<file path="src/rtl/adc_pulse_gen_pkg.sv">
// Shared ADC sample format plus pulse-generator constants and FSM encodings.
package package_settings;
    localparam int unsigned SIZE_ADC_DATA = 14;
endpackage

package package_settings_pgen;
    localparam int unsigned PGEN_RISE_SHIFT  = 2;
    localparam int unsigned PGEN_DECAY_SHIFT = 5;
    localparam int unsigned PERIOD_W         = 16;

    localparam logic [1:0] ST_IDLE  = 2'd0;
    localparam logic [1:0] ST_RISE  = 2'd1;
    localparam logic [1:0] ST_DECAY = 2'd2;
endpackage

</file>
<file path="src/rtl/adc_pulse_gen_if.sv">
// Control and sample bus of the synthetic pulse source.
interface adc_pulse_gen_if;
    logic                                        enable;
    logic                                        trigger;
    logic                                        auto_mode;
    logic [package_settings_pgen::PERIOD_W-1:0]  period;
    logic [package_settings::SIZE_ADC_DATA-1:0]  amplitude;
    logic [package_settings::SIZE_ADC_DATA-1:0]  baseline;
    logic [package_settings::SIZE_ADC_DATA-1:0]  output_data;
    logic                                        out_valid;
    logic                                        pulse_start;
    logic                                        busy;
    logic                                        dropped;

    modport master (
        output enable, trigger, auto_mode, period, amplitude, baseline,
        input  output_data, out_valid, pulse_start, busy, dropped
    );

    modport slave (
        input  enable, trigger, auto_mode, period, amplitude, baseline,
        output output_data, out_valid, pulse_start, busy, dropped
    );
endinterface

</file>
<file path="src/rtl/pgen_sat_add.sv">
// Unsigned adder that clamps to all-ones instead of wrapping.
module pgen_sat_add #(
    parameter int unsigned W = 15
) (
    input  logic [W-1:0] i_a,
    input  logic [W-1:0] i_b,
    output logic [W-1:0] o_sum_c
);
    logic [W:0] w_full;

    assign w_full  = {1'b0, i_a} + {1'b0, i_b};
    assign o_sum_c = w_full[W] ? {W{1'b1}} : w_full[W-1:0];
endmodule

</file>
<file path="src/rtl/adc_pulse_gen.sv">
// Synthetic detector pulse source: linear rise then exponential decay on a baseline.
// Trigger comes from the bus or from an internal period counter. RISE_SHIFT must be >= 1.
module adc_pulse_gen
    import package_settings::*;
    import package_settings_pgen::*;
#(
    parameter int unsigned RISE_SHIFT  = PGEN_RISE_SHIFT,
    parameter int unsigned DECAY_SHIFT = PGEN_DECAY_SHIFT
) (
    input  logic           clk,
    input  logic           reset,
    adc_pulse_gen_if.slave bus
);
    localparam int unsigned   DW        = SIZE_ADC_DATA;
    localparam int unsigned   RW        = SIZE_ADC_DATA + 1;
    localparam int unsigned   CW        = (RISE_SHIFT > 0) ? RISE_SHIFT : 1;
    localparam logic [CW-1:0] RCNT_LAST = CW'((1 << RISE_SHIFT) - 1);
    localparam logic [DW-1:0] STEP_MUL  = DW'((1 << RISE_SHIFT) - 1);

    logic [1:0]          r_state, w_state_nxt;
    logic [RW-1:0]       r_res;
    logic [RW-1:0]       w_res_sum, w_res_dec, w_res_nxt, w_dec, w_out_sum;
    logic [PERIOD_W-1:0] r_cnt;
    logic [CW-1:0]       r_rcnt, w_rcnt_nxt;
    logic [DW-1:0]       r_amp, r_step, w_amp_nxt, w_step_nxt;
    logic [DW-1:0]       w_step_new, w_last, w_add;
    logic [DW-1:0]       r_out;
    logic                r_valid, r_pstart, r_busy, r_dropped;
    logic                w_auto_fire, w_trig, w_accept, w_drop, w_do_dec;

    assign w_auto_fire = bus.auto_mode && (bus.period != '0) &&
                         (r_cnt == bus.period - PERIOD_W'(1));
    assign w_trig      = bus.trigger | w_auto_fire;
    assign w_step_new  = bus.amplitude >> RISE_SHIFT;

    // Final rise increment absorbs the truncation so the ramp lands exactly on +amplitude.
    assign w_last      = r_amp - r_step * STEP_MUL;

    // Decrement of at least 1 guarantees the tail reaches zero.
    assign w_dec       = ((r_res >> DECAY_SHIFT) == '0) ? RW'(1) : (r_res >> DECAY_SHIFT);
    assign w_res_dec   = r_res - w_dec;
    assign w_res_nxt   = w_do_dec ? w_res_dec : w_res_sum;

    pgen_sat_add #(.W(RW)) u_acc (
        .i_a     (r_res),
        .i_b     ({1'b0, w_add}),
        .o_sum_c (w_res_sum)
    );

    pgen_sat_add #(.W(RW)) u_out (
        .i_a     ({1'b0, bus.baseline}),
        .i_b     (r_res),
        .o_sum_c (w_out_sum)
    );

    // Next-state and datapath select.
    always_comb begin
        w_state_nxt = r_state;
        w_rcnt_nxt  = r_rcnt;
        w_amp_nxt   = r_amp;
        w_step_nxt  = r_step;
        w_add       = '0;
        w_do_dec    = 1'b0;
        w_accept    = 1'b0;
        w_drop      = 1'b0;

        case (r_state)
            ST_IDLE: w_accept = w_trig;
            ST_RISE: begin
                w_drop = w_trig;
                if (r_rcnt == RCNT_LAST) begin
                    w_add       = w_last;
                    w_rcnt_nxt  = '0;
                    w_state_nxt = ((r_res == '0) && (w_last == '0)) ? ST_IDLE : ST_DECAY;
                end else begin
                    w_add      = r_step;
                    w_rcnt_nxt = r_rcnt + CW'(1);
                end
            end
            ST_DECAY: begin
                if (w_trig) begin
                    w_accept = 1'b1;
                end else begin
                    w_do_dec = 1'b1;
                    if (w_res_dec == '0) w_state_nxt = ST_IDLE;
                end
            end
            default: w_state_nxt = ST_IDLE;
        endcase

        // Accepted pulse applies its first rise step on the accepting edge.
        if (w_accept) begin
            w_state_nxt = ST_RISE;
            w_rcnt_nxt  = CW'(1);
            w_amp_nxt   = bus.amplitude;
            w_step_nxt  = w_step_new;
            w_add       = w_step_new;
        end
    end

    always_ff @(posedge clk or posedge reset) begin
        if (reset) begin
            r_state   <= ST_IDLE;
            r_res     <= '0;
            r_cnt     <= '0;
            r_rcnt    <= '0;
            r_amp     <= '0;
            r_step    <= '0;
            r_out     <= '0;
            r_valid   <= 1'b0;
            r_pstart  <= 1'b0;
            r_busy    <= 1'b0;
            r_dropped <= 1'b0;
        end else begin
            r_valid  <= bus.enable;
            r_pstart <= bus.enable & w_accept;
            if (bus.enable) begin
                r_state   <= w_state_nxt;
                r_res     <= w_res_nxt;
                r_rcnt    <= w_rcnt_nxt;
                r_amp     <= w_amp_nxt;
                r_step    <= w_step_nxt;
                r_busy    <= (w_state_nxt != ST_IDLE);
                r_dropped <= r_dropped | w_drop;
                r_cnt     <= (w_auto_fire || (w_accept && bus.trigger)) ?
                             '0 : r_cnt + PERIOD_W'(1);
                r_out     <= w_out_sum[RW-1] ? '1 : w_out_sum[DW-1:0];
            end
        end
    end

    assign bus.output_data = r_out;
    assign bus.out_valid   = r_valid;
    assign bus.pulse_start = r_pstart;
    assign bus.busy        = r_busy;
    assign bus.dropped     = r_dropped;
endmodule
</file>
<file path="src/flat_wrapper.sv">
// flat-port wrapper written by rule: the top's interface ports become plain ports
module adc_pulse_gen_flat import package_settings::*; import package_settings_pgen::*;
#(
    parameter int unsigned RISE_SHIFT  = PGEN_RISE_SHIFT,
    parameter int unsigned DECAY_SHIFT = PGEN_DECAY_SHIFT
)
  (clk, reset, bus_enable, bus_trigger, bus_auto_mode, bus_period, bus_amplitude, bus_baseline, bus_output_data, bus_out_valid, bus_pulse_start, bus_busy, bus_dropped);
  adc_pulse_gen_if bus_i ();
  input  logic clk;
  input  logic reset;
  input wire logic [$bits(bus_i.enable)-1:0] bus_enable;
  input wire logic [$bits(bus_i.trigger)-1:0] bus_trigger;
  input wire logic [$bits(bus_i.auto_mode)-1:0] bus_auto_mode;
  input wire logic [$bits(bus_i.period)-1:0] bus_period;
  input wire logic [$bits(bus_i.amplitude)-1:0] bus_amplitude;
  input wire logic [$bits(bus_i.baseline)-1:0] bus_baseline;
  output wire logic [$bits(bus_i.output_data)-1:0] bus_output_data;
  output wire logic [$bits(bus_i.out_valid)-1:0] bus_out_valid;
  output wire logic [$bits(bus_i.pulse_start)-1:0] bus_pulse_start;
  output wire logic [$bits(bus_i.busy)-1:0] bus_busy;
  output wire logic [$bits(bus_i.dropped)-1:0] bus_dropped;
  assign bus_i.enable = bus_enable;
  assign bus_i.trigger = bus_trigger;
  assign bus_i.auto_mode = bus_auto_mode;
  assign bus_i.period = bus_period;
  assign bus_i.amplitude = bus_amplitude;
  assign bus_i.baseline = bus_baseline;
  assign bus_output_data = bus_i.output_data;
  assign bus_out_valid = bus_i.out_valid;
  assign bus_pulse_start = bus_i.pulse_start;
  assign bus_busy = bus_i.busy;
  assign bus_dropped = bus_i.dropped;
  adc_pulse_gen #(.RISE_SHIFT(RISE_SHIFT), .DECAY_SHIFT(DECAY_SHIFT)) u_core (.clk(clk), .reset(reset), .bus(bus_i));
endmodule
</file>
<file path="config.mk">
export PLATFORM = sky130hd
export DESIGN_NAME = adc_pulse_gen_flat
export DESIGN_NICKNAME = d
export VERILOG_FILES = /design/src/rtl/adc_pulse_gen_pkg.sv /design/src/rtl/adc_pulse_gen_if.sv /design/src/rtl/pgen_sat_add.sv /design/src/rtl/adc_pulse_gen.sv /design/src/flat_wrapper.sv
export SDC_FILE = /design/constraint.sdc
export NUM_CORES = 1
export LEC_CHECK = 0
export BUFFER_PORTS_ARGS = -buffer_cell sky130_fd_sc_hd__clkbuf_2
export CORE_ASPECT_RATIO = 0.5
export CORE_MARGIN = 2
export CORE_UTILIZATION = 47
export CTS_BUF_LIST = sky130_fd_sc_hd__clkbuf_16
export CTS_CLUSTER_DIAMETER = 150
export DETAILED_ROUTE_END_ITERATION = 10
export MAX_ROUTING_LAYER = met4
export PLACE_DENSITY = 0.73
export REMOVE_ABC_BUFFERS = 1
export SLEW_MARGIN = 20
export SYNTH_ARGS = -nofsm -noshare
export SYNTH_HDL_FRONTEND = slang
export SYNTH_SLANG_ARGS = --single-unit
export TNS_END_PERCENT = 100
</file>
<file path="constraint.sdc">
create_clock -name clk -period 5.9 [get_ports clk]
set_clock_uncertainty 0.2 [all_clocks]
set_input_delay 0.295 -clock clk [delete_from_list [all_inputs] [get_ports clk]]
set_output_delay 0.295 -clock clk [all_outputs]
set_load 0.05 [all_outputs]
</file>
==> impl_metrics.json <==
{
  "status": "finished clean",
  "slew-limit-headroom_pct": 32.5,
  "syn_area_um2": 6670,
  "nets": 927,
  "clk_pin_slew_ns": 0.06,
  "first_pass_iters": 5,
  "synth_cells": 746,
  "fp-row-count": 30,
  "place_congestion": 0.912,
  "die_area_um2": 15200,
  "slowest_stage": "fa_1",
  "synth_warnings": 0,
  "viasPerCell": 5.77,
  "die_width_um": 172,
  "drc": 0,
  "grt_max_degree": 68,
  "initial_core_util_pct": 48.6,
  "core_um2": 13700,
  "synth.avg_cell_area_um2": 8.93,
  "synthTopCellsByCount": "67 x dfrtp_1, 58 x ha_1, 54 x inv_1, 54 x nor2_1, 42 x xnor2_1",
  "required_ns": 5.93,
  "crit_fanout": 10,
  "place.port_buffers": 66,
  "tightest_slew_ns": 1.01,
  "setup_viol_count_final": 0,
  "fin_crit_sh_pct": 87.6,
  "drive_gt1_share_pct": 16.2,
  "crit_path_max_incr_delay_ns": 0.46,
  "cts_resized": 0,
  "cts_buffer_depth": 2,
  "drtIter0Drc": 352,
  "post-route-util_pct": 54.8,
  "stdcell_count": 1002,
  "fin_tns_setup_ns": 0,
  "synth-seq-cells": 67,
  "area_growth_pct": 12.6,
  "hold_start": "bus_amplitude[1]",
  "synthFlopType": "dfrtp_1",
  "maxCapViolCount": 0,
  "worst_setup_path_startpoint": "u_core.r_amp[3]",
  "ys_types": 76,
  "grt_overflow": 0,
  "synthArstFlopShare_pct": 100,
  "yosysTopAreaCellShare_pct": 25.2,
  "ant_nets": 0,
  "chipHeight_um": 88.2,
  "fmaxAchievable_ghz": 0.194,
  "num_vias": 5777,
  "crit_family": "compound AO/OA/AOI/OAI gates",
  "start_kind": "flip-flop",
  "cts-root-buf": "clkbuf_16",
  "antenna_found_initial": 0,
  "io_pins": 67,
  "r2r-start": "u_core.r_amp[3]",
  "dp_hpwl_um": 12500,
  "critPathKind": "flip-flop to flip-flop",
  "place_inst": 985,
  "hold_violations": 0,
  "clock_latency_ns": 0.34,
  "synth_top_area_cell": "dfrtp_1",
  "hp-class": "input port to flip-flop",
  "wl_um": 15800,
  "period_minus_slack_ns": 5.17,
  "synth_edf_count": 0,
  "clock_sink_count": 67,
  "rsz0062_at_grt": "false",
  "avgRoutedWirePerCell_um": 15.8,
  "grt_pass1_wl_um": 26200,
  "diodes": 0,
  "ys_seq_area_share_pct": 25.2,
  "cts_buffers": 9,
  "synth_area_leaders": "dfrtp_1 25%, ha_1 11%, xnor2_1 5.5%",
  "crit_buf_inv": 3,
  "cp-end-kind": "flip-flop",
  "htree_levels": 3,
  "critical_path_arrival_ns": 5.20,
  "worstPathCellList": "inv_1 > fa_1 > ha_1 > a211oi_1 > o21ai_0 > a31o_2 > a21oi_1 > xor2_1 > mux2_2 > o2bb2ai_1 > ha_1 > o21a_1 > o21ai_0 > buf_4 > inv_1 > o2111a_1 > nor2_1 > nand3_1 > a31o_2",
  "slew_viol_final": 0,
  "grt_use_total_pct": 22.3,
  "yosysMostFrequentCell": "dfrtp_1",
  "grt_pass1_vias": 5505,
  "cts_tree": "yes"
}
==> worst reg2reg max path: cells and delay by family, from the launching register on <==
family	cells	cell delay (ns)
AO/OA/AOI/OAI	9	2.06
adder cells (fa/ha/maj)	3	1.12
AND/OR/NAND/NOR	2	0.55
flip-flops	1	0.45
buffers and inverters	3	0.29
multiplexers	1	0.28
XOR/XNOR	1	0.11
==> repair_timing <==
action	CTS	global route
endpoints found under the hold margin	1	0
buffers inserted	0	0
hold buffers	1	0
==> sequential cells by signal (all words and copies together), names as in the netlist <==
name and count:
u_core.bus.busy 1, u_core.bus.output_data 14, u_core.r_cnt 16, u_core.r_rcnt 2, u_core.bus.pulse_start 1, u_core.r_state 2
u_core.bus.dropped 1, u_core.bus.out_valid 1, u_core.r_amp 14, u_core.r_res 15
==> cells by family after synthesis <==
group                      Yosys count  share of synthesized area [%]
and+or+nand+nor                    215                           17.0
AOI/OAI and AO/OA                  194                           20.7
buffers and inverters               78                           4.73
xor gates and xnor gates            74                           9.72
adders and majority gates           73                           15.4
DFF                                 67                           25.2
muxes                               45                           7.32
==> metal layers <==
metal | up-vias | part of all wire [%] | routed length, um | global-route usage [%]
li1 | 2857 | - | - | -
met1 | 2776 | 49 | 7790 | 29.5
met2 | 124 | 46 | 7270 | 36.5
met3 | 20 | 3.4 | 539 | 2.80
met4 | 0 | 1.4 | 223 | 5.65
met5 | - | 0 | 0 | -
==> worst paths after layout <==
kind                                       to  slack [ns]  depth (start not counted)
max                          u_core.r_res[11]        0.73                         19
min                           u_core.r_amp[1]       0.005                          2
max reg2reg                  u_core.r_res[11]        0.73                         19
min reg2reg                u_core.bus.dropped        0.28                          1
max in group asynchronous     u_core.r_amp[7]        4.91                          3
min in group asynchronous     u_core.r_res[5]        0.02                          3
==> through the flow <==
step,instance area (um^2),worst slack (ns),hold WS (ns)
6_report,7510,0.734,0.00506
5_1_grt,7510,0.249,0.00826
4_1_cts,7510,0.708,0.00145
3_5_place_dp,7160,0.487,0.275
3_3_place_gp,7160,0.573,0.279
2_1_floorplan,6560,1.10,0.126
==> area by class of cell <==
cell class / count / area, um^2
clock buffer: 9 / 225
sequential: 67 / 1680
clock inverter: 7 / 115
inverter: 55 / 206
fill: 1234 / 6190
multi-input combinational: 601 / 4670
timing repair buffer: 71 / 370
tap: 192 / 240
==> layout by cell type, fill, tap and decap left out, types with 15 or more instances in the layout <==
cell / n
fa_1: 15
nor2_1: 54
dfrtp_1: 67
clkbuf_2: 66
nor3_1: 26
nand3_1: 25
a21oi_1: 36
o21ai_0: 33
xnor2_1: 42
mux2_2: 26
mux2i_1: 18
xor2_1: 32
inv_1: 53
nand2_1: 31
ha_1: 58
Power is not shown: default switching activity piles up to over one toggle a cycle in this logic, so the estimate is an artifact.
